File: src/rtl/alu_pkg.sv
// Shared ALU definitions: datapath width, iteration counter width and the
// sequential multiplier's state encoding.
package alu_pkg;
  localparam int DATA_W = 32;
  localparam int CNT_W  = $clog2(DATA_W);

  typedef enum logic [1:0] {
    IDLE = 2'd0,
    RUN  = 2'd1,
    DONE = 2'd2
  } mult_state_t;
endpackage

File: src/rtl/mult_seq_cu.sv
// Control unit of the shift-add multiplier: state machine, iteration counter,
// start detection and the We/Busy handshake.
module mult_seq_cu
  import alu_pkg::*;
#(
  parameter int WIDTH = DATA_W,
  parameter int CW    = CNT_W
) (
  input  logic i_clk,
  input  logic i_rst,
  input  logic i_en,
  output logic o_start,
  output logic o_run,
  output logic o_last,
  output logic o_we,
  output logic o_busy
);

  mult_state_t     r_state;
  mult_state_t     w_state_next;
  logic [CW-1:0]   r_cnt;

  always_ff @(posedge i_clk) begin
    if (i_rst) begin
      r_state <= IDLE;
      r_cnt   <= '0;
    end else begin
      r_state <= w_state_next;
      if (o_start)
        r_cnt <= '0;
      else if (o_run)
        r_cnt <= r_cnt + CW'(1);
    end
  end

  always_comb begin
    w_state_next = r_state;
    o_start      = 1'b0;
    o_run        = 1'b0;
    o_last       = 1'b0;
    o_we         = 1'b0;
    o_busy       = 1'b0;
    case (r_state)
      IDLE: begin
        if (i_en) begin
          o_start      = 1'b1;
          w_state_next = RUN;
        end
      end
      RUN: begin
        o_run  = 1'b1;
        o_busy = 1'b1;
        // Final iteration: the product register is complete on this edge.
        if (r_cnt == CW'(WIDTH - 1)) begin
          o_last       = 1'b1;
          w_state_next = DONE;
        end
      end
      DONE: begin
        o_we         = 1'b1;
        o_busy       = 1'b1;
        w_state_next = IDLE;
      end
      default: w_state_next = IDLE;
    endcase
  end

endmodule

File: src/rtl/mult_seq_dp.sv
// Combinational step of the shift-add multiplier: conditional add of the
// multiplicand into the upper half, then a one-bit right shift of the product.
module mult_seq_dp
  import alu_pkg::*;
#(
  parameter int WIDTH = DATA_W
) (
  input  logic [WIDTH-1:0]   i_p_hi,
  input  logic [WIDTH-1:0]   i_p_lo,
  input  logic [WIDTH-1:0]   i_m,
  output logic [2*WIDTH-1:0] o_p_next
);

  logic [WIDTH:0] w_sum;

  always_comb begin
    // The extra sum bit keeps the carry, so the shift never loses it.
    w_sum    = {1'b0, i_p_hi} + (i_p_lo[0] ? {1'b0, i_m} : '0);
    o_p_next = {w_sum, i_p_lo[WIDTH-1:1]};
  end

endmodule

File: src/rtl/mult_seq.sv
// Multi-cycle 32x32 shift-add multiplier producing HI/LO for MULT/MULTU.
// Define MULT_SEQ_SIGNED_EN to add the Is_Signed port and signed products.
module mult_seq
  import alu_pkg::*;
#(
  parameter int WIDTH = DATA_W
) (
  input  logic             Clk,
  input  logic             Reset,
  input  logic             En,
`ifdef MULT_SEQ_SIGNED_EN
  input  logic             Is_Signed,
`endif
  input  logic [WIDTH-1:0] A,
  input  logic [WIDTH-1:0] B,
  output logic [WIDTH-1:0] Mult_Result_Hi,
  output logic [WIDTH-1:0] Mult_Result_Lo,
  output logic             We,
  output logic             Busy
);

  logic [WIDTH-1:0]   r_m;
  logic [2*WIDTH-1:0] r_p;
  logic               w_start;
  logic               w_run;
  logic               w_last;
  logic [2*WIDTH-1:0] w_p_next;
  logic [2*WIDTH-1:0] w_p_final;
  logic [WIDTH-1:0]   w_a_op;
  logic [WIDTH-1:0]   w_b_op;

  mult_seq_cu #(.WIDTH(WIDTH), .CW($clog2(WIDTH))) u_cu (
    .i_clk   (Clk),
    .i_rst   (Reset),
    .i_en    (En),
    .o_start (w_start),
    .o_run   (w_run),
    .o_last  (w_last),
    .o_we    (We),
    .o_busy  (Busy)
  );

  mult_seq_dp #(.WIDTH(WIDTH)) u_dp (
    .i_p_hi   (r_p[2*WIDTH-1:WIDTH]),
    .i_p_lo   (r_p[WIDTH-1:0]),
    .i_m      (r_m),
    .o_p_next (w_p_next)
  );

`ifdef MULT_SEQ_SIGNED_EN
  logic r_neg;
  logic w_neg_start;

  // Signed operands run through the unsigned core as magnitudes; the most
  // negative value maps onto itself, which is its correct unsigned magnitude.
  always_comb begin
    w_a_op      = (Is_Signed && A[WIDTH-1]) ? -A : A;
    w_b_op      = (Is_Signed && B[WIDTH-1]) ? -B : B;
    w_neg_start = Is_Signed & (A[WIDTH-1] ^ B[WIDTH-1]);
    w_p_final   = r_neg ? -w_p_next : w_p_next;
  end
`else
  always_comb begin
    w_a_op    = A;
    w_b_op    = B;
    w_p_final = w_p_next;
  end
`endif

  always_ff @(posedge Clk) begin
    if (Reset) begin
      r_m   <= '0;
      r_p   <= '0;
`ifdef MULT_SEQ_SIGNED_EN
      r_neg <= 1'b0;
`endif
    end else if (w_start) begin
      r_m   <= w_a_op;
      r_p   <= {{WIDTH{1'b0}}, w_b_op};
`ifdef MULT_SEQ_SIGNED_EN
      r_neg <= w_neg_start;
`endif
    end else if (w_run) begin
      r_p <= w_last ? w_p_final : w_p_next;
    end
  end

  assign Mult_Result_Hi = r_p[2*WIDTH-1:WIDTH];
  assign Mult_Result_Lo = r_p[WIDTH-1:0];

endmodule
File: config.mk
export PLATFORM = sky130hd
export DESIGN_NAME = mult_seq
export DESIGN_NICKNAME = d
export VERILOG_FILES = /design/src/rtl/alu_pkg.sv /design/src/rtl/mult_seq_cu.sv /design/src/rtl/mult_seq_dp.sv /design/src/rtl/mult_seq.sv
export SDC_FILE = /design/constraint.sdc
export NUM_CORES = 1
export LEC_CHECK = 0
export CORE_ASPECT_RATIO = 0.7
export CORE_MARGIN = 2
export CORE_UTILIZATION = 31
export CTS_CLUSTER_DIAMETER = 150
export DETAILED_ROUTE_END_ITERATION = 12
export GPL_TIMING_DRIVEN = 0
export PLACE_DENSITY_LB_ADDON = 0.08
export SETUP_SLACK_MARGIN = 0.4
export SYNTH_ARGS = -nofsm -noshare
export SYNTH_HDL_FRONTEND = slang
export SYNTH_HIERARCHICAL = 1
export SYNTH_SLANG_ARGS = --single-unit
File: constraint.sdc
create_clock -name Clk -period 4.59 [get_ports Clk]
set_input_delay 0.459 -clock Clk [delete_from_list [all_inputs] [get_ports Clk]]
set_output_delay 0.459 -clock Clk [all_outputs]
set_load 0.01 [all_outputs]
Yosys cells after proc, flatten, opt, wreduce, memory -nomap -nowiden

Cells that the tools add are included.

Add/sub/neg operators: 2
Equality and inequality tests: 5
Mux-type cells: 11
Reduce and logical (&&, ||, !) cells: 5

Operators with widths:

| operator                                               | number |
|---|---|
| 2-to-1 mux 32 bit                                      | 3 |
| adder 32 x 32 -> 33 bit                                | 1 |
| adder 5 x 1 -> 5 bit (second input constant)           | 1 |
| equality test 5 bit (second input constant)            | 1 |
| 2-to-1 mux 1 bit                                       | 5 |
| 2-to-1 mux 2 bit                                       | 2 |
| case mux 2 bit (2 select lines)                        | 1 |
| OR reduction 2 bit                                     | 2 |
| equality test 2 x 1 -> 1 bit (second input constant)   | 1 |
| equality test 2 bit (second input constant)            | 1 |
| zero test 2 bit                                        | 1 |
| inequality test 2 x 1 -> 1 bit (second input constant) | 1 |
| inequality test 2 bit (second input constant)          | 1 |
| AND reduction 2 bit                                    | 1 |
| nonzero test 2 bit                                     | 1 |

Register bits: 103
Output and inout bits: 66
Logic and storage cells: 28

Longest topological paths before layout

Gate-level depths: netlist of run 1.

Word-level depth: 4
Depth in mapped cells: 13
Mapped depth without buffers: 12

Hierarchy

The synthesis of run 1 kept the hierarchy.

By module, submodules not included:

| module      | instances | cells an instance | area each (um^2) | seq. area each (um^2) |
|---|---|---|---|---|
| mult_seq    | 1         | 350               | 3791.1           | 1921.8 |
| mult_seq_dp | 1         | 322               | 2224.6           | 0.0 |
| mult_seq_cu | 1         | 40                | 396.6            | 140.1 |

Worst setup path before layout of run 1

No wires, ideal clock.

Path type: flip-flop to flip-flop
Start point: reg r_p[0]
End point: reg r_p[61]
Setup time: 117 ps
Data arrival time: 2683 ps
Data required time: 4473 ps
Setup slack: 1790 ps
Cell stages (with the launch flop): 13
Path buffers: 0
Clock period less this slack: 2800 ps
Path through: dfxtp_1 -> and2_1 -> ha_1 -> fa_1 -> a211oi_2 -> o211ai_1 -> nand3_2 -> nand2b_1 -> or4_4 -> a41o_1 -> a311o_1 -> mux2i_1 -> nor2_1

Word-level cells in the longest chain between the ends: 2

Ends and longest elaborated chain:

| element                 | RTL line          | RTL |
|---|---|---|
| start, declared         | mult_seq.sv:23    | `logic [2*WIDTH-1:0] r_p;` |
| start signal, assigned  | mult_seq.sv:79    | `r_p <= {{WIDTH{1'b0}}, w_b_op};` |
| start signal, assigned  | mult_seq.sv:84    | `r_p <= w_last ? w_p_final : w_p_next;` |
| 2-to-1 mux 32 bit       | mult_seq_dp.sv:18 | `w_sum = {1'b0, i_p_hi} + (i_p_lo[0] ? {1'b0, i_m} : '0);` |
| adder 32 x 32 -> 33 bit | mult_seq_dp.sv:18 |  |
| via w_p_final[61]       | mult_seq.sv:28    | `logic [2*WIDTH-1:0] w_p_final;` |

The timed path passes the listed nets, and every way through them passes these cells.
A chain may end at the register's enable or synchronous reset.

Worst setup path after layout of run 1

Start point: reg r_p[0]
End point: reg r_p[63]

Same word-level chain as after synthesis.

==> results of run 1 <==
-- stage by stage --
stage	instances	worst slack, ns
finish	1129	1.12
global route	1129	0.800
CTS	1129	1.12
detailed placement	1113	1.12
global placement	1113	1.17
floorplan	711	1.79
-- path summary, 6_finish.rpt --
check / start / end / slack (ns) / cells past startpoint
max: r_p[0] / r_p[63] / 1.12 / 13
min: r_m[17] / r_m[17] / 0.49 / 2
max reg2reg: r_p[0] / r_p[63] / 1.12 / 13
min reg2reg: r_m[17] / r_m[17] / 0.49 / 2
-- power groups by stage --
stage	clock (µW)	sequential, µW	combinational, µW
2_1_floorplan	0	1030	369
3_5_place_dp	0	1020	599
4_1_cts	842	1000	602
6_report	814	1000	594
3_3_place_gp	0	1020	592
5_1_grt	879	1010	646
-- state kept, by name (all words and copies together), names as in the netlist --
| name | cells |
|---|---|
| u_cu/r_state | 2 |
| r_m | 32 |
| u_cu/r_cnt | 5 |
| r_p | 64 |
-- layer usage --
metal | track usage | part of all wire
met1 | 0.233 | 0.53
met2 | 0.240 | 0.42
met3 | 0.0351 | 0.040
met4 | 0.0369 | 0.012
met5 | 0 | 0
-- critical path, stage by stage (launching register included) --
cell	delay (ns)
dfxtp_1	0.52
clkbuf_1	0.37
and2_1	0.19
ha_1	0.22
clkbuf_1	0.21
a21oi_1	0.33
o211ai_1	0.15
nand4_1	0.15
o211ai_2	0.16
a21oi_2	0.39
o21ai_1	0.12
a221o_1	0.36
mux2i_1	0.13
nor2_1	0.05
-- cell type report --
| class | count | share of cell area |
|---|---|---|
| Multi-Input combinational cell | 517 | 0.452 |
| Sequential cell | 103 | 0.246 |
| Timing Repair Buffer | 132 | 0.158 |
| Buffer | 80 | 0.0619 |
| Clock inverter | 4 | 0.00628 |
| Clock buffer | 12 | 0.0306 |
| Tap cell | 270 | 0.0403 |
| Inverter | 11 | 0.00493 |
-- layout by cell type, fill, tap and decap left out, types with 4 or more instances in the layout --
cell	instances
a211oi_1	30
a211oi_2	5
a21o_1	13
a21oi_1	28
a21oi_2	4
a31oi_1	7
and2_1	32
buf_2	9
buf_4	38
clkbuf_1	28
clkbuf_16	9
clkdlybuf4s50_1	132
dfxtp_1	103
ha_1	38
inv_1	11
mux2i_1	98
nand2_1	24
nand2b_1	4
nand3_1	7
nand4_1	9
nor2_1	83
nor2b_1	35
nor3_1	5
o211ai_1	6
o21ai_0	14
o21ai_1	10
xnor2_1	16
xor2_1	15
==> impl_results.md, run 1 <==
* Status: finished clean
* Reg area at 2060 µm²
* First-pass GRT wire length at 28.1 mm
* Post-Layout Inst Area at 8370 µm²
* Max FO, Critical Path at 10
* Post-Syn Nets at 817
* Final Hold Fails at 0
* Max-cap violations at 0
* Clock Sinks at 103
* PwrDens at 288 nW/µm²
* # resized after CTS at 0
* Logic pwr share at 0.246
* Detailed Route Iter0 Violations at 252
* Maximum clock rate at 288 MHz
* Final ANT Viol Nets at 0
* Req. time, crit path at 4.83 ns
* Fin. max-slew vios at 0
* Initial antenna violation count at 0
* Routed WL per cell at 15.3 µm
* Ant diodes at 0
* Vias per cell at 4.77
* CP endpoint kind: flip-flop
* Setup tns final at 0 ns
* Syn Area/Cell at 9.01 µm²
* NetSw at 670 µW
* Share of cells above drive strength 1 at 0.101
* Row count at 43
* Die Area at 21,800 µm²
* Leakage at 0.00345 µW
* Worst setup SP type: flip-flop
* Post-DP Area at 8070 µm²
* Tot GR Track Use at 0.160
* Reg power frac at 0.416
* RSZ-0062 raised after global routing: no
* Switch share at 0.278
* Routed WL at 17.3 mm
* Boundary Pins at 133
* Total core area at 20,000 µm²
* Die width at 176 µm
* Syn. warnings at 6
* Worst-Margin Slew at 0.675 ns
* Max Buffers Root-to-Sink at 2
* Num CTS Buffers at 9
* Vias at 5,380
* CP Data Arrival Time at 3.71 ns
* Cells after synthesis at 711
* Final setup viols at 0
* Root Driver: clkbuf_16
* Port bufs at 132
* Peak VDD IR at 0.167 mV
* Area of the multi-input gates at 3780 µm²
* Mapped cell area at 6410 µm²
* Drt pass-1 iters at 4
* # hold bufs at CTS at 0
* # DRC at 0
* Skew-Pair Late Insertion Delay at 0.35 ns
* Clock H-tree levels at 3
* Clock network fraction of total power at 0.338
* Final core utilization at 0.418
* Worst Hold Class: flip-flop to flip-flop
* Routability cong. at 0.823
* Crit Path Class: flip-flop to flip-flop
* P_int at 1740 µW
* Final period util at 0.757
* Number of nets in the layout at 960
* Vias in the first global route at 5,292
* Initial core utilization at 0.320
* FILL cells at 2,061
* Post-DP HPWL at 13.3 mm
* Largest net degree at the start of global routing at 17
* Clk_skew at 0.00753 ns
* Final min period at 3.47 ns
* Worst hold slack at 0.486 ns
* Overall power at 2410 µW
* Area delta synth->final at 30.7%
* Total grt overflow at 0
* TritonCTS clock tree: done
* Post-CTS Setup Bufs at 0
* Die height at 124 µm
* Clock transition at the registers of the reported paths at 0.07 ns
* Rel. slew slack at 0.538
Power figures use the tool's default switching activity.
==> run 2: changes to the inputs <==
==> constraint.sdc (replaced) <==
create_clock -name Clk -period 3.2 [get_ports Clk]
set_input_delay 0.32 -clock Clk [delete_from_list [all_inputs] [get_ports Clk]]
set_output_delay 0.32 -clock Clk [all_outputs]
set_load 0.01 [all_outputs]
==> impl_results.md, run 2 (same netlist as run 1, synthesis figures left out) <==
* Die Area at 21,800 µm² (unchanged)
* Worst stage delay on the critical path at 0.47 ns (-0.05 ns)
* Worst path cell trace: and2_4 -> ha_4 -> fa_2 -> a211oi_2 -> o211ai_1 -> nand3_2 -> nand2b_1 -> or4_4 -> a41o_1 -> a311o_1 -> mux2i_1 -> nor2_1
* CP Data Arrival Time at 3.20 ns (-0.51 ns)
* FF-to-FF End: r_p[61]
* Tot GR Track Use at 0.163 (+0.00307)
* Port bufs at 132 (unchanged)
* Routed WL at 17.8 mm (+3.0%)
* Die height at 124 µm (unchanged)
* Leakage at 0.00362 µW (+5.1%)
* FF-to-FF Start: r_p[0]
* Worst hold slack at 0.491 ns (+0.00445 ns)
* Slowest-stage cell, CP: or4_4
* Fin. max-slew vios at 0 (unchanged)
* Worst setup path endpoint: r_p[61]
* Worst Hold Class: flip-flop to flip-flop
* PwrDens at 400 nW/µm² (+39%)
* Final core utilization at 0.447 (+0.0283)
* Row count at 43 (unchanged)
* Vias at 5,430 (+0.93%)
* Number of nets in the layout at 982 (+2.3%)
* Crit Path Class: flip-flop to flip-flop
* Die width at 176 µm (unchanged)
* Levels on crit path at 12 (-1)
* Max-cap violations at 0 (unchanged)
* Rel. slew slack at 0.617 (+0.0788)
* Worst-Margin Slew at 0.575 ns (-0.101 ns)
* Area delta synth->final at 39.6%
* Initial antenna violation count at 0 (unchanged)
* Clk_skew at 0.0120 ns (+0.00444 ns)
* Root Driver: clkbuf_16
* Final setup viols at 0 (unchanged)
* CP endpoint kind: flip-flop
* Final min period at 2.97 ns (-0.505 ns)
* Routed WL per cell at 15.5 µm (+1.1%)
* Most frequent cells in the layout: clkdlybuf4s50_1, dfxtp_1, mux2i_1
* Worst Reg-to-Reg Cells at 12 (-1)
* Total core area at 20,000 µm² (unchanged)
* Peak VDD IR at 0.239 mV (+43%)
* Maximum clock rate at 337 MHz (+17%)
* Drt pass-1 iters at 5 (+1)
* Clock H-tree levels at 3 (unchanged)
* Vias in the first global route at 5,449 (+3.0%)
* Commonest non-fill, non-tap cell in the layout: clkdlybuf4s50_1
* Clock Sinks at 103 (unchanged)
* Crit path launch: r_p[0]
* Routability cong. at 0.840 (+2.0%)
* Final Hold Fails at 0 (unchanged)
* Hold Crit Depth at 2 (unchanged)
* Max FO, Critical Path at 5 (-5)
* Worst path top cell family by delay: compound AO/OA/AOI/OAI gates
* Worst reg-to-reg setup slack at 0.23 ns (-0.88 ns)
* Largest net degree at the start of global routing at 18 (+1)
* Total grt overflow at 0 (unchanged)
* First-pass GRT wire length at 28.6 mm (+2.0%)
* Req. time, crit path at 3.43 ns (-1.40 ns)
* Boundary Pins at 133 (unchanged)
* Num CTS Buffers at 9 (unchanged)
* Clock transition at the registers of the reported paths at 0.07 ns (about the same)
* Max Buffers Root-to-Sink at 2 (unchanged)
* Worst path bufs/invs at 0 (-2)
* Worst setup SP type: flip-flop
* Skew-Pair Late Insertion Delay at 0.36 ns (about the same)
* TritonCTS clock tree: done
* Share of cells above drive strength 1 at 0.190 (+0.0883)
* Number of flip-flops in the largest register at 64 (unchanged)
* Largest Register: r_p
* Final period util at 0.928 (+0.171)
* FILL cells at 1,992 (-3.3%)
* Detailed Route Iter0 Violations at 205 (-19%)
* RSZ-0062 raised after global routing: yes
* Area of the multi-input gates at 4090 µm² (+8.2%)
* Reg area at 2070 µm² (+0.18%)
* Post-DP HPWL at 13.2 mm (-0.64%)
* Status: finished clean
* Initial core utilization at 0.320 (unchanged)
* # DRC at 0 (unchanged)
* Top flop regs: r_p x64, r_m x32, u_cu/r_cnt x5
* Final ANT Viol Nets at 0 (unchanged)
* Vias per cell at 4.72 (-1.0%)
* Ant diodes at 0 (unchanged)
## run 2: cell types whose count changed in the layout (fill, tap and decap cells not counted), moves of 5 or more
cell	previous run	this run
buf_4	38	60
a21oi_1	28	18
clkbuf_2	0	6
a21oi_2	4	10
ha_4	0	6
clkbuf_1	28	13
and2_4	1	6
and2_1	32	27
ha_1	38	29
## run 2: worst min-delay path, stage by stage, from the launching register on
cell and delay [ns]:
dfxtp_1 0.33, mux2i_1 0.06, nor2_1 0.07
## run 2: layout make-up
cell class,instances,area share
Tap cell,270,0.0378
Timing Repair Buffer,154,0.168
Inverter,11,0.00462
Buffer,80,0.0627
Clock buffer,11,0.0283
Multi-Input combinational cell,517,0.458
Sequential cell,103,0.231
Clock inverter,5,0.00980
## run 2: repair_timing
| action | 4_1_cts | 5_1_grt |
|---|---|---|
| buffers inserted | 8 | 14 |
| endpoints found under the setup margin | 22 | 18 |
| gates resized for setup | 29 | 75 |
| hold buffers | 0 | 0 |
| pin swaps | 11 | 32 |
## run 2: worst min-delay path by stage
stage	from	end
2_1_floorplan	Reset	u_cu/r_state[0]
3_3_place_gp	r_m[0]	r_m[0]
3_5_place_dp	r_m[17]	r_m[17]
4_1_cts	r_m[17]	r_m[17]
5_1_grt	r_m[7]	r_m[7]
6_report	r_m[23]	r_m[23]
## run 2: stage by stage
stage          std cells  total power (µW)  instance area, µm²  setup TNS (ns)  setup slack [ns]
5_1_grt             1151              3750                8940               0             0.126
4_1_cts             1137              3620                8600               0             0.270
2_1_floorplan        711              2000                6410               0             0.460
3_3_place_gp        1113              2310                8070          -0.719            -0.215
3_5_place_dp        1113              2330                8070          -0.964            -0.258
6_report            1151              3580                8940               0             0.231
## run 2: report_power, final
group / switching (µW) / internal (µW)
clock: 521 / 737
sequential: 63.9 / 1370
combinational: 392 / 491
total: 977 / 2600
## run 2: layer usage
layer | GRT usage | vias up | wire length (µm)
met3 | 0.0449 | 8 | 665
met1 | 0.239 | 2544 | 9300
met4 | 0.0267 | 0 | 99
li1 | - | 2795 | -
met2 | 0.242 | 83 | 7780
met5 | 0 | - | 0
==> run 3: changes to the inputs <==
--- a/config.mk
+++ b/config.mk
@@ -7,7 +7,7 @@
 export LEC_CHECK = 0
 export CORE_ASPECT_RATIO = 0.7
 export CORE_MARGIN = 2
-export CORE_UTILIZATION = 31
+export CORE_UTILIZATION = 45
 export CTS_CLUSTER_DIAMETER = 150
 export DETAILED_ROUTE_END_ITERATION = 12
 export GPL_TIMING_DRIVEN = 0
@@ -17,3 +17,4 @@
 export SYNTH_HDL_FRONTEND = slang
 export SYNTH_HIERARCHICAL = 1
 export SYNTH_SLANG_ARGS = --single-unit
+export TNS_END_PERCENT = 10
==> impl_results.md, run 3 (same netlist as run 1, synthesis figures left out) <==
* Status: finished clean
* Final setup viols at 0 (unchanged)
* GR peak layer: met2
* Met1 GRT Util at 0.308 (+0.0694)
* Skew-Pair Late Insertion Delay at 0.36 ns (about the same)
* # hold bufs at CTS at 0 (unchanged)
* Worst setup SP type: flip-flop
* Worst path bufs/invs at 2 (+2)
* Number of flip-flops in the largest register at 64 (unchanged)
* Root Driver: clkbuf_16
* Routability cong. at 0.886 (+5.5%)
* Drt pass-1 iters at 5 (unchanged)
* Row count at 36 (-16%)
* Die width at 147 µm (-17%)
* Worst reg-to-reg setup slack at 0.27 ns (+0.04 ns)
* RSZ-0062 raised after global routing: yes
* Worst Slack Setup Final at 0.274 ns (+0.0437 ns)
* Clock H-tree levels at 3 (unchanged)
* Tot GR Track Use at 0.214 (+0.0509)
* CP Data Arrival Time at 3.22 ns (+0.02 ns)
* Worst Hold Class: flip-flop to flip-flop
* Max-cap violations at 0 (unchanged)
* Routed WL per cell at 15.5 µm (-0.33%)
* Slowest-stage cell, CP: dfxtp_4
* TritonCTS clock tree: done
* Boundary Pins at 133 (unchanged)
* Die Area at 15,200 µm² (-30%)
* Initial core utilization at 0.460 (+0.140)
* Clock transition at the registers of the reported paths at 0.07 ns (about the same)
* Worst hold slack at 0.492 ns (+0.00107 ns)
* # DRC at 0 (unchanged)
* Worst path cell trace: clkbuf_4 -> and2_1 -> ha_1 -> clkbuf_1 -> and4_1 -> nand4_1 -> o211ai_4 -> a21oi_4 -> a311o_1 -> a21oi_1 -> mux2i_1 -> nor2_1
* Post-DP HPWL at 12.3 mm (-7.4%)
* Port bufs at 132 (unchanged)
* Total core area at 13,900 µm² (-30%)
* Rel. slew slack at 0.637 (+0.0202)
* Initial antenna violation count at 0 (unchanged)
* CP endpoint kind: flip-flop
* Vias per cell at 5.19 (+10%)
* Worst stage delay on the critical path at 0.38 ns (-0.09 ns)
* Max FO, Critical Path at 10 (+5)
* First-pass GRT wire length at 26.6 mm (-7.0%)
* Final Hold Fails at 0 (unchanged)
* Number of nets in the layout at 966 (-1.6%)
* Clock Sinks at 103 (unchanged)
* FILL cells at 1,211 (-39%)
* Met3 Use GR at 0.0529 (+0.00799)
* Placed cells at 1,033 (-7.2%)
* Pre-CTS WS at -0.245 ns (+0.0130 ns)
* Num CTS Buffers at 9 (unchanged)
* Most frequent cells in the layout: clkdlybuf4s50_1, dfxtp_1, mux2i_1
* Max Buffers Root-to-Sink at 2 (unchanged)
* Peak VDD IR at 0.258 mV (+7.8%)
* Top flop regs: r_p x64, r_m x32, u_cu/r_cnt x5
* Die height at 104 µm (-16%)
* Worst path top cell family by delay: compound AO/OA/AOI/OAI gates
* Worst-Margin Slew at 0.544 ns (-0.0303 ns)
* Share of cells above drive strength 1 at 0.141 (-0.0482)
* Area delta synth->final at 31.4%
* Maximum clock rate at 342 MHz (+1.5%)
* Fin. max-slew vios at 0 (unchanged)
* Largest net degree at the start of global routing at 16 (-2)
* Final min period at 2.93 ns (-0.0437 ns)
* Leakage at 0.00348 µW (-3.8%)
* Vias in the first global route at 5,279 (-3.1%)
* Vias at 5,469 (+0.72%)
* Largest Register: r_p
* Req. time, crit path at 3.49 ns (+0.06 ns)
* Clk_skew at 0.00717 ns (-0.00480 ns)
* Final core utilization at 0.605 (+0.158)
* Ant diodes at 0 (unchanged)
* Routed WL at 16.3 mm (-8.8%)
* Met2 Resource Use GR at 0.324 (+0.0817)
* Commonest non-fill, non-tap cell in the layout: clkdlybuf4s50_1
* Final ANT Viol Nets at 0 (unchanged)
* Detailed Route Iter0 Violations at 334 (+63%)
* Setup tns final at 0 ns (unchanged)
* Crit Path Class: flip-flop to flip-flop
* Total grt overflow at 0 (unchanged)
* Final instance count without filler cells at 1,053 (-8.5%)
* Final period util at 0.914 (-0.0137)
* PwrDens at 395 nW/µm² (-1.2%)
run 3: cell types whose count changed in the layout (fill, tap and decap cells not counted), sizes merged:
cell and change:
clkinv +2, bufinv -2, inv -2, buf -21, clkbuf +5
run 3: stage by stage:
stage | instance area (µm²) | total power, µW
6_report | 8420 | 3330
5_1_grt | 8420 | 3490
4_1_cts | 8350 | 3370
3_5_place_dp | 7970 | 2320
3_3_place_gp | 7970 | 2290
2_1_floorplan | 6410 | 2000
run 3: what timing repair did:
| item | in CTS | in global routing |
|---|---|---|
| pin swaps | 9 | 7 |
| gates resized for setup | 19 | 34 |
| setup buffers | 6 | 0 |
| setup endpoints to repair | 21 | 19 |
run 3: routing by layer:
metal,share of wire,vias to the layer above,wire [µm]
li1,-,2763,-
met1,0.51,2554,8330
met2,0.43,136,6970
met3,0.047,16,768
met4,0.013,0,208
met5,0,-,0
run 3: layout make-up:
cell class	count	area, µm²	share of cell area
multi-input cells	517	3900	0.463
flip-flops and latches	103	2070	0.245
repair buffers	138	1370	0.162
plain buffers	80	547	0.0650
clock buffers	11	243	0.0288
well taps	190	238	0.0282
inverters	11	41.3	0.00490
clock inverters	3	21.3	0.00253
run 3: power by group:
part / total [µW] / switching, µW / internal, µW
combinational: 856 / 378 / 478
sequential: 1440 / 64.0 / 1370
clock: 1040 / 494 / 541
total: 3330 / 936 / 2390
run 3: worst reg2reg max path, cell delays in order, from the launching register on:
cell      delay, ns
dfxtp_4        0.38
clkbuf_4       0.18
and2_1         0.15
ha_1           0.26
clkbuf_1       0.29
and4_1         0.29
nand4_1        0.16
o211ai_4       0.32
a21oi_4        0.12
a311o_1        0.39
a21oi_1        0.16
mux2i_1        0.09
nor2_1         0.08
run 3: worst paths after layout:
path              startpoint  depth (start not counted)      end
setup / recovery      r_p[0]                         12  r_p[59]
hold reg to reg      r_m[29]                          2  r_m[29]
hold / removal       r_m[29]                          2  r_m[29]
setup reg to reg      r_p[0]                         12  r_p[59]
